## config.mk

```make
export PLATFORM = sky130hd
export DESIGN_NAME = instr_fetch_ctrl
export DESIGN_NICKNAME = d
export VERILOG_FILES = /design/src/rtl/instr_fetch_ctrl.sv
export SDC_FILE = /design/constraint.sdc
export NUM_CORES = 1
export LEC_CHECK = 0
export BUFFER_PORTS_ARGS = -buffer_cell sky130_fd_sc_hd__buf_2
export CORE_UTILIZATION = 43
export CTS_CLUSTER_SIZE = 25
export DETAILED_ROUTE_END_ITERATION = 8
export PLACE_DENSITY = 0.67
export SYNTH_ARGS = -nofsm -noshare
export SYNTH_HDL_FRONTEND = slang
export SYNTH_SLANG_ARGS = --single-unit
```

## constraint.sdc

```tcl
create_clock -name clk_i -period 3.78 [get_ports clk_i]
set_input_delay 0.378 -clock clk_i [delete_from_list [all_inputs] [get_ports clk_i]]
set_output_delay 0.378 -clock clk_i [all_outputs]
set_load 0.05 [all_outputs]
```

## src/rtl/instr_fetch_ctrl.sv

```systemverilog
// rtl/instr_fetch_ctrl.sv - icache fetch controller with PC handshake, output register and redirect squash
//
// Purpose:
//   Issues icache reads for the PC, pulses pc_adv_o once per accepted word,
//   and holds the fetched word with its PC and PC+4 in one output register.
//   Decode takes the register with a valid/ready handshake. A redirect
//   squashes wrong-path work. A miss that is already in flight is drained
//   in S_DROP because the cache cannot abort it.
//
// Ports:
//   clk_i        clock; all state updates on the rising edge
//   rst_i        synchronous, active-high reset
//   halt_i       stop issuing new requests; an in-flight request completes
//   pcaddr_i     current PC from the program counter
//   redirect_i   taken branch/jump resolved; flush fetch
//   imem_ren_o   icache read enable
//   imemaddr_o   icache read address
//   ihit_i       icache hit; imemload_i is valid this cycle
//   imemload_i   icache read data
//   pc_adv_o     advance pulse to the program counter, one per accepted word
//   if_valid_o   output register holds a valid instruction
//   if_instr_o   fetched instruction
//   if_pc_o      address of if_instr_o
//   if_npc_o     if_pc_o + 4 (wraps modulo 2^ADDR_W)
//   id_ready_i   decode consumes the output when if_valid_o & id_ready_i
module instr_fetch_ctrl #(
    parameter int ADDR_W  = 32,
    parameter int INSTR_W = 32
) (
    input  logic               clk_i,
    input  logic               rst_i,
    input  logic               halt_i,
    input  logic [ADDR_W-1:0]  pcaddr_i,
    input  logic               redirect_i,
    output logic               imem_ren_o,
    output logic [ADDR_W-1:0]  imemaddr_o,
    input  logic               ihit_i,
    input  logic [INSTR_W-1:0] imemload_i,
    output logic               pc_adv_o,
    output logic               if_valid_o,
    output logic [INSTR_W-1:0] if_instr_o,
    output logic [ADDR_W-1:0]  if_pc_o,
    output logic [ADDR_W-1:0]  if_npc_o,
    input  logic               id_ready_i
);

    typedef enum logic [1:0] {
        S_IDLE  = 2'd0,
        S_FETCH = 2'd1,
        S_DROP  = 2'd2
    } state_t;

    state_t             state_q, state_d;
    logic [ADDR_W-1:0]  req_addr_q, req_addr_d;
    // The PC steps on the same edge that starts a new request. For the first
    // cycle of that request, the address is taken live from pcaddr_i. It is
    // frozen into req_addr_q afterwards, so later PC changes cannot move an
    // outstanding read.
    logic               sel_pc_q, sel_pc_d;
    logic               if_valid_q, if_valid_d;
    logic [INSTR_W-1:0] if_instr_q, if_instr_d;
    logic [ADDR_W-1:0]  if_pc_q, if_pc_d;
    logic [ADDR_W-1:0]  if_npc_q, if_npc_d;
    logic [ADDR_W-1:0]  cur_addr;
    logic               accept;

    always_ff @(posedge clk_i) begin
        if (rst_i) begin
            state_q    <= S_IDLE;
            req_addr_q <= '0;
            sel_pc_q   <= 1'b0;
            if_valid_q <= 1'b0;
            if_instr_q <= '0;
            if_pc_q    <= '0;
            if_npc_q   <= '0;
        end else begin
            state_q    <= state_d;
            req_addr_q <= req_addr_d;
            sel_pc_q   <= sel_pc_d;
            if_valid_q <= if_valid_d;
            if_instr_q <= if_instr_d;
            if_pc_q    <= if_pc_d;
            if_npc_q   <= if_npc_d;
        end
    end

    always_comb begin
        cur_addr   = sel_pc_q ? pcaddr_i : req_addr_q;
        state_d    = state_q;
        req_addr_d = req_addr_q;
        sel_pc_d   = 1'b0;
        imem_ren_o = 1'b0;
        imemaddr_o = req_addr_q;
        accept     = 1'b0;

        case (state_q)
            S_IDLE: begin
                if (!halt_i) begin
                    state_d  = S_FETCH;
                    sel_pc_d = 1'b1;
                end
            end
            S_FETCH: begin
                // Only request when the output register can take the word.
                imem_ren_o = !if_valid_q || id_ready_i;
                imemaddr_o = cur_addr;
                req_addr_d = cur_addr;
                accept     = imem_ren_o && ihit_i && !redirect_i && !rst_i;
                if (redirect_i) begin
                    if (ihit_i) begin
                        state_d  = halt_i ? S_IDLE : S_FETCH;
                        sel_pc_d = !halt_i;
                    end else begin
                        state_d  = S_DROP;
                    end
                end else if (accept) begin
                    state_d  = halt_i ? S_IDLE : S_FETCH;
                    sel_pc_d = !halt_i;
                end else if (halt_i && !imem_ren_o) begin
                    // Nothing is being requested, so halting loses nothing.
                    state_d = S_IDLE;
                end
            end
            S_DROP: begin
                // Keep the wrong-path read alive until the cache answers, then discard it.
                imem_ren_o = 1'b1;
                if (ihit_i) begin
                    state_d  = halt_i ? S_IDLE : S_FETCH;
                    sel_pc_d = !halt_i;
                end
            end
            default: begin
                state_d = S_IDLE;
            end
        endcase
    end

    // Output register: redirect beats refill, and refill beats consume, so
    // refill and consume on the same edge keep the register full.
    always_comb begin
        if_valid_d = if_valid_q;
        if_instr_d = if_instr_q;
        if_pc_d    = if_pc_q;
        if_npc_d   = if_npc_q;
        if (redirect_i) begin
            if_valid_d = 1'b0;
        end else if (accept) begin
            if_valid_d = 1'b1;
            if_instr_d = imemload_i;
            if_pc_d    = cur_addr;
            if_npc_d   = cur_addr + ADDR_W'(4);
        end else if (if_valid_q && id_ready_i) begin
            if_valid_d = 1'b0;
        end
    end

    assign pc_adv_o   = accept;
    assign if_valid_o = if_valid_q;
    assign if_instr_o = if_instr_q;
    assign if_pc_o    = if_pc_q;
    assign if_npc_o   = if_npc_q;

endmodule
```

Word level (Yosys, flattened, before mapping)
Index checks and enable logic that the tools add are counted.
{"block": "op_classes", "mux": 19, "n_addsub": 1, "bitwise_logic": 1, "n_reduce_logical": 16, "n_eq_ne": 5}
{"operator": "$mux W32", "n": 2}
{"operator": "$add A32 B3 Y32 const B", "n": 1}
{"operator": "$mux W2", "n": 6}
{"operator": "$mux W1", "n": 8}
{"operator": "$pmux W2 S3", "n": 1}
{"operator": "$logic_and A1 B1 Y1", "n": 5}
{"operator": "$logic_not A1 Y1", "n": 5}
{"operator": "$ne A2 B2 Y1 const B", "n": 2}
{"operator": "$ne A4 B4 Y1 const B", "n": 1}
{"operator": "$pmux W1 S3", "n": 1}
{"operator": "$reduce_and A3 Y1", "n": 1}
{"operator": "$eq A2 B1 Y1 const B", "n": 1}
{"operator": "$eq A2 B2 Y1 const B", "n": 1}
{"operator": "$logic_not A2 Y1", "n": 1}
{"operator": "$pmux W1 S2", "n": 1}
{"operator": "$reduce_and A2 Y1", "n": 1}
{"operator": "$reduce_bool A2 Y1", "n": 1}
{"operator": "$reduce_or A2 Y1", "n": 1}
{"operator": "$logic_or A1 B1 Y1", "n": 1}
{"operator": "$not A1 Y1", "n": 1}
{"block": "totals", "regBits": 132, "output_inout_bits": 131, "inputBits": 70, "wordCells": 49}

Longest topological paths before layout
Gate-level depths: netlist (run 1).
{"block": "depth", "depth_word": 8, "mapped_depth": 12, "ltp_nobuf": 8}

Least setup slack after synthesis (run 1)
Ideal clock, no wire load.
{"block": "synth_timing", "path_type": "flip-flop to flip-flop", "start": "reg sel_pc_q", "end": "reg if_npc_q[18], in the netlist if_npc_o[18]", "setup_time_ns": 0.074, "arrival_time_ns": 2.873, "slack_ns": 0.833, "n_path_buf": 4, "synth_period_minus_slack_ns": 2.947, "stages_incl_launch_ff": 13, "required_time_ns": 3.706, "path_cell_list": "dfxtp_1 -> buf_6 -> buf_2 -> buf_2 -> buf_1 -> mux2i_1 -> inv_1 -> ha_1 -> nand4b_1 -> a22oi_1 -> nand3_1 -> or3_1 -> a31oi_1"}
{"block": "synth_between", "elab_chain_cells": 2}
{"element": "start, declared", "line": "59", "text": "logic sel_pc_q, sel_pc_d;"}
{"element": "start signal, assigned", "line": "79", "text": "sel_pc_q <= sel_pc_d;"}
{"element": "$mux W32", "line": "88", "text": "cur_addr = sel_pc_q ? pcaddr_i : req_addr_q;"}
{"element": "via cur_addr[2]", "line": "64", "text": "logic [ADDR_W-1:0] cur_addr;"}
{"element": "$add A32 B3 Y32", "line": "151", "text": "if_npc_d = cur_addr + ADDR_W'(4);"}
{"element": "end signal, assigned", "line": "83", "text": "if_npc_q <= if_npc_d;"}
{"element": "end, declared", "line": "63", "text": "logic [ADDR_W-1:0] if_npc_q, if_npc_d;"}
The timed path passes the listed nets, and every way through them passes these cells.
A chain may end at the register's enable or synchronous reset.

Worst setup path in the final report (run 1)
{"block": "layout_timing", "start": "reg state_q[1]", "end": "out imemaddr_o[12]"}
{"block": "layout_between", "elab_chain_cells": 2}
{"element": "start, declared", "line": "53", "text": "state_t state_q, state_d;"}
{"element": "start signal, assigned", "line": "77", "text": "state_q <= state_d;"}
{"element": "$eq A2 B1 Y1", "line": "96", "text": "case (state_q)"}
{"element": "$mux W32", "line": "96"}
{"element": "end, declared", "line": "36", "text": "output logic [ADDR_W-1:0] imemaddr_o,"}
No other way between the ends.

==> results_dict.tcl, run 1 <==
set metrics [dict create \
    outcome "finished clean" \
    drv_cap 0 \
    irDropWorstVdd_v 0.000368 \
    viasPerCell 5.18 \
    die_y_um 119 \
    worstReg2RegStart "sel_pc_q" \
    dpl.hpwl_um 11800 \
    synth_area_leaders "dfxtp_1 (45%), a21oi_1 (7.2%), nand2_1 (6.6%)" \
    clock_latency_ps 410 \
    hp-class "in -> reg" \
    multiInputGateArea_um2 3000 \
    grt_pass1_wl_um 26400 \
    synth_area_per_cell_um2 8.31 \
    cp.required_ps 3400 \
    fin_ws_ps 810 \
    worst_pin_slew_ps 931 \
    fin_crit_sh_pct 78.6 \
    cts_buffers 17 \
    ff2ff_setup_slack_ps 890 \
    whs_endpoint "if_instr_o[20]" \
    synth_top_area_share_pct 44.5 \
    min_period_ps 2970 \
    grt-ovfl-total 0 \
    post_cts_resized 0 \
    start_kind "flop" \
    p_leak_nw 3.34 \
    ys_seq_area_share_pct 44.5 \
    ys_seq_elements 130 \
    synth_fp_nets 778 \
    nNetsFinal 959 \
    syn_area_um2 5840 \
    chipWidth_um 119 \
    grt_pass1_vias 5128 \
    dp.cells 1041 \
    synth_warnings 0 \
    seqCellArea_um2 2600 \
    rr_worst_depth 8 \
    async_reset_ff_share_pct 0 \
    ys_types 55 \
    start_util_pct 44.1 \
    cts_tree "done" \
    clock_path_buffers 2 \
    critPathKind "reg -> out" \
    synth_edf_count 0 \
    firstDrtPassIters 8 \
    yosysMostFrequentCell "dfxtp_1" \
    syn2layout_area_growth_pct 30.6 \
    p_seq_share_pct 34.7 \
    root_buffer "clkbuf_16" \
    crit_start "state_q[1]" \
    hold_path_startpoint "imemload_i[20]" \
    swShare_pct 31.7 \
    max_freq_mhz 337 \
    grt_setup_unrepaired "no" \
    clock_power_share_pct 42.4 \
    hold_depth 3 \
    drc_errors 0 \
    p_switching_mw 1.38 \
    max_slew_margin_pct 37.9 \
    powerDensity_nw_per_um2 570 \
    final_core_util_pct 57.6 \
    p_int_mw 2.97 \
    finalHoldViolations 0 \
    skew_ps 5.72 \
    fin_area_um2 7630 \
    drtIter0Drc 389 \
    vias 5563 \
    clock_sinks 130 \
    drt_wl_total_um 16300 \
    placed_area_um2 6960 \
    place.port_buffers 200 \
    pwr-share-comb_pct 22.9 \
    track_usage_pct 23.7 \
    synth_common_cells "dfxtp_1 (130), nand2_1 (103), a21oi_1 (84)" \
    place_congestion 0.811 \
    die_area_um2 14100 \
    synth_area_leader_cell "dfxtp_1" \
    grt_max_degree 93 \
    fin_setup_tns_ps 0 \
    antenna_left 0 \
    critical_path.max_fanout 33 \
    diodes 0 \
    clkTransAtPathRegs_ps 60 \
    cts_max_level 4 \
    drive_gt1_share_pct 29.1 \
    antenna_found_initial 0 \
    fin_cells 1073 \
    syn_inst 703 \
    wl_per_cell_um 15.2 \
    synthFlopType "dfxtp_1" \
    post_cts_buffers 0 \
    worstSetupEndpointType "primary output" \
    core_area_um2 13200 \
    fill_cells 1275 \
    holdBufCountCts 0 \
    io_pins 201 \
    report.power.total_mw 4.35 \
    setup-violations-final 0 \
    arrival_ps 2590 \
    holdWs_ps 204 \
    num_rows 42 \
    rr_endpoint "if_npc_o[18]" \
    finalMaxSlewViolations 0 \
    pre_cts_ws_ps 961 \
]
## final cells by class
type | count | area share (%)
Sequential cell | 130 | 34.1
Tap cell | 176 | 2.89
Inverter | 9 | 0.443
Multi-Input combinational cell | 514 | 39.3
Timing Repair Buffer | 212 | 14.5
Clock buffer | 23 | 6.53
Clock inverter | 9 | 2.28
## flip-flops by register name, summed over array words and instances (netlist names)
register	count
if_instr_o	32
if_pc_o	32
req_addr_q	32
if_npc_o	30
state_q	2
if_valid_o	1
sel_pc_q	1
## how the worst max path moves through the flow
stage,to,slack [ps]
4_1_cts,imemaddr_o[12],780
3_5_place_dp,if_npc_o[18],960
5_1_grt,if_npc_o[18],550
3_3_place_gp,if_npc_o[29],1060
2_1_floorplan,if_npc_o[18],830
6_report,imemaddr_o[12],810
## critical path, cell delays in order (launching register included)
cell	delay, ps
dfxtp_1	330
inv_1	80
ha_2	540
buf_4	360
nand2_1	260
mux2_2	380
buf_2	210
## metal layers
layer / wire length, um / global-route usage (%) / vias to the layer above
li1: - / - / 2830
met1: 8040 / 33.4 / 2510
met2: 6920 / 34.5 / 203
met3: 1130 / 6.23 / 20
met4: 263 / 8.23 / 0
met5: 0 / 0 / -
## cell usage in the layout, fill, tap and decap left out, types with 3 or more instances in the layout
cell / instances
mux2_2: 7
o21ai_0: 19
clkbuf_8: 5
a21oi_1: 84
inv_1: 8
bufinv_16: 5
and3_1: 4
mux2i_1: 31
a22oi_1: 8
a211o_1: 3
nand4b_1: 4
clkinv_2: 3
nor2_1: 72
xnor2_1: 12
dfxtp_1: 129
clkbuf_16: 17
and2_1: 33
buf_4: 11
nand3b_1: 7
nor3_1: 4
ha_1: 4
or4_1: 3
a211oi_1: 23
or3_1: 3
nand2_1: 103
a31oi_1: 6
buf_2: 200
nand3_1: 30
nand4_1: 16
## power by group through the flow
stage,clock network [mW],logic (mW),registers (mW)
5_1_grt,1.94,1.07,1.52
3_5_place_dp,0,0.998,1.54
4_1_cts,1.87,1.00,1.51
6_report,1.84,0.997,1.51
2_1_floorplan,0,0.681,1.60
3_3_place_gp,0,0.996,1.54
## cells by family after synthesis
family | count (synthesis) | share of synthesized area (%)
AO/OA/AOI/OAI | 159 | 16.2
XOR/XNOR | 14 | 2.10
adder cells (fa/ha/maj) | 5 | 1.07
buffers and inverters | 59 | 4.20
flip-flops | 130 | 44.5
multiplexers | 38 | 6.66
AND/OR/NAND/NOR | 298 | 25.2
(Power assumes the default switching activity.)
==> inputs of run 2 (changes only) <==
--- a/config.mk
+++ b/config.mk
@@ -5,11 +5,12 @@
 export SDC_FILE = /design/constraint.sdc
 export NUM_CORES = 1
 export LEC_CHECK = 0
+export ABC_AREA = 1
 export BUFFER_PORTS_ARGS = -buffer_cell sky130_fd_sc_hd__buf_2
 export CORE_UTILIZATION = 43
 export CTS_CLUSTER_SIZE = 25
 export DETAILED_ROUTE_END_ITERATION = 8
-export PLACE_DENSITY = 0.67
+export PLACE_DENSITY = 0.69
 export SYNTH_ARGS = -nofsm -noshare
 export SYNTH_HDL_FRONTEND = slang
 export SYNTH_SLANG_ARGS = --single-unit
==> constraint.sdc (replaced) <==
create_clock -name clk_i -period 2.5 [get_ports clk_i]
set_input_delay 0.25 -clock clk_i [delete_from_list [all_inputs] [get_ports clk_i]]
set_output_delay 0.25 -clock clk_i [all_outputs]
set_load 0.05 [all_outputs]
==> run 2 against run 1 <==
  * Worst setup slack lost 630 ps
  * Flip-flop and latch count is the same
  * Die area grew 7.4%
  * Utilization shrank 0.64 points
  * Register-to-register slack lost 450 ps
  * First-iteration DRC count grew 11%
  * Synthesized area grew 7.5%
  * Final cell count grew 23%
  * Largest cell class unchanged
  * Highest routed layer unchanged
==> results_dict.tcl, run 2 <==
set metrics [dict create \
    dpl.hpwl_um 13300 \
    grt_pass1_wl_um 29500 \
    drive_gt1_share_pct 26.6 \
    max_freq_mhz 432 \
    synth_edf_count 0 \
    drv_cap 0 \
    die_area_um2 15100 \
    viasPerCell 4.93 \
    grt-ovfl-total 0 \
    clkTransAtPathRegs_ps 60 \
    hp-class "in -> reg" \
    cts_buffers 17 \
    syn_inst 937 \
    fin_ws_ps 184 \
    num_rows 43 \
    track_usage_pct 25.6 \
    fin_crit_sh_pct 92.6 \
    place.port_buffers 200 \
    wl_per_cell_um 14.2 \
    synth_common_cells "nand2_1 (243), nor2_1 (173), dfxtp_1 (130)" \
    min_period_ps 2320 \
    yosysMostFrequentCell "nand2_1" \
    ys_seq_area_share_pct 41.4 \
    rr_worst_depth 12 \
    clock_path_buffers 2 \
    skew_ps 7.26 \
    grt_setup_unrepaired "no" \
    ys_types 37 \
    setup-violations-final 0 \
    fin_setup_tns_ps 0 \
    drt_wl_total_um 18700 \
    firstDrtPassIters 5 \
    finalHoldViolations 0 \
    max_slew_margin_pct 43.3 \
    syn2layout_area_growth_pct 27.3 \
    antenna_left 0 \
    antenna_found_initial 0 \
    drtIter0Drc 433 \
    synth_warnings 0 \
    start_util_pct 44.7 \
    clock_sinks 130 \
    arrival_ps 2070 \
    critical_path.max_fanout 16 \
    synthFlopType "dfxtp_1" \
    fill_cells 1369 \
    cts_tree "done" \
    cts_max_level 4 \
    worst_pin_slew_ps 850 \
    powerDensity_nw_per_um2 978 \
    synth_area_leader_cell "dfxtp_1" \
    vias 6479 \
    synth_area_leaders "dfxtp_1 (41%), nand2_1 (15%), nor2_1 (10%)" \
    irDropWorstVdd_v 0.000617 \
    finalMaxSlewViolations 0 \
    drc_errors 0 \
    chipWidth_um 123 \
    async_reset_ff_share_pct 0 \
    start_kind "flop" \
    grt_pass1_vias 5918 \
    report.power.total_mw 7.82 \
    pre_cts_ws_ps 242 \
    hold_depth 3 \
    io_pins 201 \
    diodes 0 \
    synth_area_per_cell_um2 6.70 \
    critPathKind "reg -> out" \
    mostFrequentLayoutCell "nand2_1" \
    layout.cells.most_common_list "nand2_1 (243), buf_2 (200), nor2_1 (172), dfxtp_1 (129), inv_1 (90)" \
    ys_seq_elements 130 \
    outcome "finished clean" \
    p_leak_nw 4.12 \
    grt_max_degree 111 \
    syn_area_um2 6280 \
    root_buffer "clkbuf_16" \
    cp.required_ps 2250 \
    core_area_um2 14000 \
    worstSetupEndpointType "primary output" \
    place_congestion 0.888 \
    holdBufCountCts 0 \
    synth_fp_nets 1012 \
    die_y_um 123 \
    nNetsFinal 1197 \
    synth_top_area_share_pct 41.4 \
    clock_latency_ps 420 \
]
-- run 2: cell types whose count changed after synthesis, moves of 17 or more --
cell and change:
nand2_1 +140, a21oi_1 -54, inv_1 +82, and2_1 -30, nand3_1 +17, o21ai_0 +43
nand2_2 +19, mux2i_1 -31, nor2_1 +101
-- run 2: where the power goes --
group / switching [mW] / total (mW) / internal [mW]
combinational: 2.30 / 2.98 / 0.678
clock: 0.939 / 2.46 / 1.52
sequential: 0.113 / 2.39 / 2.28
total: 3.35 / 7.82 / 4.47
-- run 2: repair_timing --
| action | CTS | global route |
|---|---|---|
| gates resized for setup | 2 | 1 |
| endpoints found under the setup margin | 4 | 3 |
| buffers inserted | 0 | 4 |
-- run 2: final timing paths --
kind	start	endpoint	slack [ps]
setup / recovery	sel_pc_q	imemaddr_o[25]	180
hold / removal	imemload_i[1]	if_instr_o[1]	50
setup reg to reg	sel_pc_q	if_npc_o[22]	440
hold reg to reg	if_pc_o[11]	if_pc_o[11]	470
-- run 2: critical path, cell delays in order (launching register included) --
cell and delay [ps]:
dfxtp_4 430, buf_6 220, buf_4 170, nand2_1 50, nand2_1 140, inv_1 120, nand2_1 70, o21ai_0 120
inv_1 80, buf_2 250
-- run 2: metal layers --
metal	GRT usage [%]	wire length, um	vias to the layer above
met5	0	0	-
met4	9.60	415	0
li1	-	-	3311
met1	33.1	8430	2905
met3	7.02	1450	28
met2	40.6	8390	235
-- run 2: final cells by class --
type | instances | area [um2] | area share (%)
inverters | 96 | 363 | 4.54
multi-input cells | 661 | 3070 | 38.3
repair buffers | 216 | 1150 | 14.4
well taps | 180 | 225 | 2.82
clock inverters | 13 | 135 | 1.69
clock buffers | 19 | 453 | 5.66
flip-flops and latches | 130 | 2610 | 32.6
-- run 2: kinds of logic (layout without fill, tap and decap cells) --
group	Yosys count	count (layout)	share of synthesized area (%)
and+or+nand+nor	529	529	35.6
buffers and inverters	146	344	9.86
DFF	130	130	41.4
AOI/OAI and AO/OA	122	122	11.4
adders and majority gates	5	5	0.996
xor gates and xnor gates	5	5	0.697
-- run 2: stage by stage --
| stage | hold slack, ps | instances | util [%] | area (um2) |
|---|---|---|---|---|
| after floorplan | 385 | 937 | - | 6280 |
| after global placement | 451 | 1279 | 52.5 | 7370 |
| after detailed placement | 456 | 1279 | 52.5 | 7370 |
| after CTS | 34.3 | 1311 | 56.7 | 7970 |
| after global routing | 57.0 | 1315 | 57.0 | 8000 |
| final | 49.7 | 1315 | 57.0 | 8000 |
==> inputs of run 3 (changes only) <==
--- a/config.mk
+++ b/config.mk
@@ -5,12 +5,12 @@
 export SDC_FILE = /design/constraint.sdc
 export NUM_CORES = 1
 export LEC_CHECK = 0
-export ABC_AREA = 1
 export BUFFER_PORTS_ARGS = -buffer_cell sky130_fd_sc_hd__buf_2
 export CORE_UTILIZATION = 43
 export CTS_CLUSTER_SIZE = 25
 export DETAILED_ROUTE_END_ITERATION = 8
-export PLACE_DENSITY = 0.69
+export GPL_ROUTABILITY_DRIVEN = 0
+export PLACE_DENSITY = 0.7
 export SYNTH_ARGS = -nofsm -noshare
 export SYNTH_HDL_FRONTEND = slang
 export SYNTH_SLANG_ARGS = --single-unit
==> run 3 against run 2 <==
  * Critical path type unchanged
  * Sequential power down 5%
  * Sequential share of layout area is 1.1 points higher
  * Combinational power shrank 46%
  * Clock power fell by 3%
  * Clock skew grew 7.0 ps
  * Non-clock buffer count is 17 higher
==> results_dict.tcl, run 3 (synthesized netlist as in run 1, its figures left out) <==
set metrics [dict create \
    outcome "finished clean" \
    powerDensity_nw_per_um2 809 \
    arrival_ps 2130 \
    drtIter0Drc 384 \
    start_util_pct 44.1 \
    num_rows 42 \
    track_usage_pct 24.2 \
    layout.cells.most_common_list "buf_2 (199), dfxtp_1 (129), nand2_1 (103), a21oi_1 (84), nor2_1 (72)" \
    cts_buffers 17 \
    clock_latency_ps 420 \
    die_y_um 119 \
    clkTransAtPathRegs_ps 50 \
    vias 5672 \
    cts_max_level 4 \
    io_pins 201 \
    grt_most_used_layer "met2" \
    viasPerCell 5.19 \
    critPathKind "reg -> out" \
    skew_ps 14.3 \
    max_freq_mhz 420 \
    met1_usage_pct 33.2 \
    grt_max_degree 93 \
    core_area_um2 13200 \
    mostFrequentLayoutCell "buf_2" \
    finalMaxSlewViolations 0 \
    max_slew_margin_pct 43.5 \
    ff2ff_setup_slack_ps 200 \
    nNetsFinal 980 \
    drc_errors 0 \
    grtUsageMet3_pct 5.94 \
    worstSetupEndpointType "primary output" \
    grt-ovfl-total 0 \
    cp.required_ps 2250 \
    worstPathCellList "buf_4, buf_6, mux2i_1, a21oi_1, buf_2" \
    hp-class "in -> reg" \
    start_kind "flop" \
    syn2layout_area_growth_pct 32.6 \
    firstDrtPassIters 5 \
    slowest_stage "dfxtp_4" \
    clock_sinks 130 \
    critical_path.max_fanout 18 \
    met2_usage_pct 36.5 \
    chipWidth_um 119 \
    report.power.total_mw 6.27 \
    holdBufCountCts 0 \
    setup-violations-final 0 \
    p_leak_nw 3.40 \
    finalHoldViolations 0 \
    drv_cap 0 \
    grt_pass1_wl_um 26500 \
    grt_setup_unrepaired "no" \
    antenna_left 0 \
    fin_setup_tns_ps 0 \
    fin_crit_sh_pct 95.2 \
    cts_tree "done" \
    drt_wl_total_um 16800 \
    max_stage_delay_ps 470 \
    irDropWorstVdd_v 0.000556 \
    clock_path_buffers 2 \
    dpl.hpwl_um 12300 \
    drive_gt1_share_pct 30.4 \
    grt_pass1_vias 5010 \
    wl_per_cell_um 15.4 \
    antenna_found_initial 0 \
    root_buffer "clkbuf_16" \
    min_period_ps 2380 \
    die_area_um2 14100 \
    place.port_buffers 200 \
    diodes 0 \
    worst_pin_slew_ps 847 \
]
## run 3: power breakdown
group | internal (mW) | total [mW] | switching (mW)
Clock | 1.55 | 2.39 | 0.843
Combinational | 0.462 | 1.60 | 1.13
Sequential | 2.19 | 2.28 | 0.0957
## run 3: final timing paths
| check | from | endpoint | cells past startpoint |
|---|---|---|---|
| worst max-delay path | sel_pc_q | imemaddr_o[24] | 5 |
| worst min register to register | if_npc_o[7] | if_npc_o[7] | 2 |
| worst max register to register | sel_pc_q | if_npc_o[29] | 6 |
| worst min-delay path | imemload_i[28] | if_instr_o[28] | 3 |
## run 3: repair_timing
action / in CTS / in global routing
setup endpoints to repair: 5 / 6
resized for setup: 1 / 2
setup buffers: 0 / 0
endpoints found under the hold margin: 0 / 0
## run 3: critical path, delay by kind of cell, from the launching register on
family	cells	cell delay, ps
buffers and inverters	3	680
flip-flops	1	470
multiplexers	1	410
AO/OA/AOI/OAI	1	150
## run 3: final cells by class
cell class | count | area [um2]
sequential | 130 | 2610
clock buffer | 28 | 537
timing repair buffer | 233 | 1310
tap | 176 | 220
clock inverter | 3 | 42.5
inverter | 9 | 33.8
fill | 1265 | 5500
multi-input combinational | 514 | 3000
## run 3: layer usage
layer | wire [um] | share of wire, % | vias to the layer above
met2 | 7480 | 44 | 243
met3 | 1220 | 7.3 | 16
met5 | 0 | 0 | -
met4 | 227 | 1.3 | 0
met1 | 7900 | 47 | 2540
li1 | - | - | 2873
## run 3: metrics by stage
step	cell area [um2]	worst slack, ps	utilization [%]	instances	hold WS, ps
global route	7750	17.1	58.5	1093	67.1
global placement	7160	209	54.1	1062	436
finish	7750	121	58.5	1093	75.2
detailed placement	7160	180	54.1	1062	443
floorplan	5860	12.6	-	703	386
CTS	7740	73.0	58.4	1093	54.3
